$ cat src/rtl/instr_fetch_stage.sv
// Instruction fetch stage: holds the PC, fetches words over a req/ack memory port
// and presents instr/pc_plus4 to decode. Optional macro FETCH_STALL_CNT_EN adds stall_cycles.
module instr_fetch_stage #(
  parameter logic [31:0] RESET_PC = 32'h0000_0000
) (
  input  logic        clk,
  input  logic        reset_n,
  output logic        imem_req,
  output logic [31:0] imem_addr,
  input  logic        imem_ack,
  input  logic [31:0] imem_rdata,
  input  logic        stall,
  input  logic        redirect,
  input  logic [31:0] redirect_pc,
  output logic [31:0] instr,
  output logic [31:0] pc_plus4,
  output logic        instr_valid
`ifdef FETCH_STALL_CNT_EN
  ,
  output logic [31:0] stall_cycles
`endif
);

  typedef enum logic [1:0] {IDLE, FETCH, VALID} state_t;

  state_t      state, state_next;
  logic [31:0] pc, pc_next;
  logic [31:0] instr_next, pc_plus4_next;
  logic        valid_next;
  logic [31:0] redirect_aligned;

  assign redirect_aligned = {redirect_pc[31:2], 2'b00};
  assign imem_req         = (state == FETCH);
  assign imem_addr        = pc;

  // Next-state logic; a redirect always beats an ack or a stall.
  always_comb begin
    state_next    = state;
    pc_next       = pc;
    instr_next    = instr;
    pc_plus4_next = pc_plus4;
    valid_next    = instr_valid;
    case (state)
      IDLE: state_next = FETCH;
      FETCH: begin
        if (redirect) begin
          pc_next = redirect_aligned;
        end else if (imem_ack) begin
          instr_next    = imem_rdata;
          pc_plus4_next = pc + 32'd4;
          valid_next    = 1'b1;
          state_next    = VALID;
        end
      end
      VALID: begin
        if (redirect) begin
          pc_next    = redirect_aligned;
          valid_next = 1'b0;
          state_next = FETCH;
        end else if (!stall) begin
          pc_next    = pc + 32'd4;
          valid_next = 1'b0;
          state_next = FETCH;
        end
      end
      default: state_next = IDLE;
    endcase
  end

  always_ff @(posedge clk) begin
    if (!reset_n) begin
      state       <= IDLE;
      pc          <= {RESET_PC[31:2], 2'b00};
      instr       <= 32'd0;
      pc_plus4    <= 32'd0;
      instr_valid <= 1'b0;
    end else begin
      state       <= state_next;
      pc          <= pc_next;
      instr       <= instr_next;
      pc_plus4    <= pc_plus4_next;
      instr_valid <= valid_next;
    end
  end

`ifdef FETCH_STALL_CNT_EN
  // Counts cycles where decode held a valid instruction back.
  always_ff @(posedge clk) begin
    if (!reset_n) begin
      stall_cycles <= 32'd0;
    end else if (state == VALID && stall && !redirect) begin
      stall_cycles <= stall_cycles + 32'd1;
    end
  end
`endif

endmodule

$ cat config.mk
export PLATFORM = sky130hd
export DESIGN_NAME = instr_fetch_stage
export DESIGN_NICKNAME = d
export VERILOG_FILES = /design/src/rtl/instr_fetch_stage.sv
export SDC_FILE = /design/constraint.sdc
export NUM_CORES = 1
export LEC_CHECK = 0
export CAP_MARGIN = 20
export CORE_MARGIN = 2
export CORE_UTILIZATION = 40
export CTS_CLUSTER_SIZE = 28
export DETAILED_ROUTE_END_ITERATION = 16
export PLACE_DENSITY_LB_ADDON = 0.2
export SYNTH_ARGS = -nofsm -noshare
export SYNTH_HDL_FRONTEND = slang
export SYNTH_SLANG_ARGS = --single-unit
$ cat constraint.sdc
create_clock -name clk -period 2.2 [get_ports clk]
set_clock_uncertainty 0.2 [all_clocks]
set_input_delay 0.44 -clock clk [delete_from_list [all_inputs] [get_ports clk]]
set_output_delay 0.44 -clock clk [all_outputs]
set_load 0.1 [all_outputs]
==> impl.org <==
** STA
- Worst-case setup margin in the final layout :: between 70 and 80 ps
- After layout, the minimum clock period comes to about 2100 ps.
- Dividing the final minimum period by the clock period gives 96.5%.
- Setup violations remaining at the end of the flow were counted as 0.
- Final number of max-transition violations :: 0
- Static timing analysis puts the maximum clock frequency at about 470 MHz.
- Number of failing hold endpoints at the final stage :: 0

** Placement
- Number of port buffers :: 160
- The wire-length estimate of the detail-placed layout is 11,000 um.
- Gpl congestion :: 0.888
- Post-detailed-placement cell area :: just under 7000 um2
- Prior to clock tree synthesis, the placed netlist has a worst setup slack of -126 ps.

** Critical path
- Crit start category :: flop
- The worst setup path is captured at a flop.
- STA puts the critical path data arrival time at approximately 2200 ps.
- Reg2reg start :: imem_addr[2]
- Type of the worst setup path :: flop to flop
- In this run the worst path has a maximum fanout of 8.
- Endpoint of the worst register-to-register path :: imem_addr[28]
- At the worst endpoint, the required time is 2230 ps.
- Number of cells traversed by the worst register-to-register path :: 6
- The worst register-to-register path has a setup slack of 80 ps.

** Logic synthesis
- Averaged over all synthesized cells, the footprint is 7.82 um2.
- Synth cell types :: 60
- Sequential area share after synthesis :: 40.7%
- Cell count after synthesis :: 598
- Top-count cell post-synth :: nand2_1
- Largest area contributor in the synthesized netlist :: dfxtp_1
- The commonest cells after synthesis are 113 x nand2_1, 95 x dfxtp_1, 76 x a21oi_1.
- Number of synthesized register bits :: 95
- Fraction of synthesized cell area taken by the top area cell type :: just over 40%
- Counting flops with a built-in enable in the synthesized netlist gives 0.
- The most used flip-flop cell after synthesis is dfxtp_1.
- Async SR Flop Fraction :: 0%
- Cell types with the largest area share after synthesis :: dfxtp_1 41%, nand2_1 9.1%, a21oi_1 8.1%
- Count of warnings emitted by yosys :: 0
- Summing every instance area after synthesis gives 4670 um2.

** Route
- Iter 0 DRT Violations :: 293
- For this block, the routed nets add up to 14,900 um of wire.
- Using the TritonRoute via totals, the vias-per-cell ratio works out to 5.41.
- The first detailed-routing pass took 4 iterations.
- In the routed design, unresolved DRC markers number 0.
- Residual antenna-violating net count after detailed routing :: 0
- In the final routed layout, each cell accounts on average for 16.2 um.
- The final route contains 4,971 vias.

** Hold path
- Type of the most critical hold path :: flop to flop
- Endpoint of the worst hold path :: instr[7]
- Hold Path Origin :: instr[7]
- Number of cells on the worst hold path :: 2

** Clock network
- Clock latency on the worst-skew pair :: 340 ps
- Counting along the longest clock path gives a buffer depth of 2.
- Root buffer selected by CTS :: clkbuf_16
- Total number of H-tree levels :: 3
- TritonCTS clock tree :: done
- Clock edge transition at the registers on the reported setup and hold paths :: 70 ps
- Clock tree synthesis inserted a total of 9 buffers.
- CTS sink count :: 95

** Layout
- Final cell utilization of the core :: 63.5%
- With fillers left out, the area of the finished cells amounts to 7250 um2.
- Layout filler cell count :: slightly below 1,000
- Final antenna diode count :: 0
- Relative to the synthesized area, the layout overhead comes to 55.1%.
- In the final layout, the share of cells above drive strength 1 is approximately 28%.
- NumNets Final :: 845

** Global route
- After global routing the overflow that remains totals 0.
- Vias in the first global route :: 4,929
- Overall routing resource usage :: 23.5%
- The number of antenna violations at the first check in global routing was 0.
- Entering global routing, the biggest net connects 42 pins.
- The first global-routing pass estimated ~24,000 um of wire.

** Floorplanning
- The total area inside the core boundary comes to approximately 11,000 um2.
- The die is 112 um tall.
- Number of core rows :: 39
- roughly 170 I/O pins were placed.
- Die outline area :: 12,600 um2
- Overall die width :: 112 um
- Effective utilization at floorplan :: a little over 40%

** Power and ir drop
- The analysis attributes to cell leakage a power of about 2.8 nW.
- Worst IR drop on VDD :: 906 uV
- Dividing total power by cell area gives a power density of between 1000 and 1500 nW/um2.
- Pwr Total :: around 9.6 mW

** Flow run
- Max-cap viol count :: 0

** Run status
- Status :: finished clean
==> per-layer routing <==
metal	track usage, %	wire length [um]
met5	0	0
met4	7.07	249
met3	5.29	866
met2	39.6	7240
met1	30.1	6510
==> repair_timing <==
item / 4_1_cts / 5_1_grt
buffers inserted: 0 / 3
setup endpoints to repair: 1 / 12
pin swaps: 0 / 1
hold buffers: 0 / 0
endpoints found under the hold margin: 0 / 0
resized for setup: 1 / 5
==> per-stage QoR <==
step	hold slack, ps	TNS, ps	std cells
floorplan	338	-305	601
global placement	242	-632	900
detailed placement	250	-1000	900
CTS	259	0	916
global route	272	-13.8	919
finish	256	0	919
==> state kept, by name, indices dropped and copies added, names as in the netlist <==
name / flops
instr: 32
state: 2
instr_valid: 1
imem_addr: 30
pc_plus4: 30
==> layout make-up <==
cell class                      count  area [um2]  share of cell area [%]
Inverter                            8        30.0                   0.414
Multi-Input combinational cell    445        2620                    36.1
Sequential cell                    95        1990                    27.4
Clock buffer                       12         258                    3.55
Clock inverter                      4        75.1                    1.04
Tap cell                          143         179                    2.47
Timing Repair Buffer              212        2110                    29.1
==> cell usage in the layout (no fill, tap or decap), types with 6 or more instances in the layout <==
master / n
xnor2_1: 9
nand4_1: 10
nand3_1: 20
a31oi_1: 7
dfxtp_4: 19
buf_4: 118
dfxtp_2: 10
o21ai_0: 34
clkdlybuf4s50_1: 66
nor4_1: 7
clkbuf_16: 10
xor2_1: 15
nor2_1: 37
a21oi_1: 76
nand2_1: 113
buf_12: 28
dfxtp_1: 66
nor3_1: 6
a211oi_1: 10
==> report_power, final <==
group | switching (mW) | internal, mW
Combinational | 3.50 | 1.68
Sequential | 0.498 | 2.13
Clock | 0.674 | 1.07
Total | 4.68 | 4.88
==> worst max-delay path: stages, from the launching register on <==
cell and delay (ps):
dfxtp_4 410, ha_4 190, inv_1 50, or3_4 410, nor4_4 410, mux2i_1 260
o2bb2ai_1 90
==> kinds of logic after synthesis <==
| kind of cell | share of synthesized area [%] |
|---|---|
| AOI/OAI and AO/OA | 22.1 |
| xor gates and xnor gates | 4.50 |
| buffers and inverters | 5.46 |
| DFF | 40.7 |
| and+or+nand+nor | 24.8 |
| other | 0.0802 |
| muxes | 1.12 |
| adders and majority gates | 1.34 |
==> worst max-delay path by stage <==
stage                  from             to  slack [ps]  cells after the start
6_report       imem_addr[2]  imem_addr[28]          80                      6
5_1_grt        imem_addr[2]  imem_addr[14]         -10                      6
2_1_floorplan  imem_addr[5]  imem_addr[22]         -80                      6
4_1_cts            state[1]  imem_addr[26]          10                      8
3_3_place_gp          stall  imem_addr[26]        -140                      7
3_5_place_dp          stall  imem_addr[26]        -130                      7
Power figures use the tool's default switching activity.
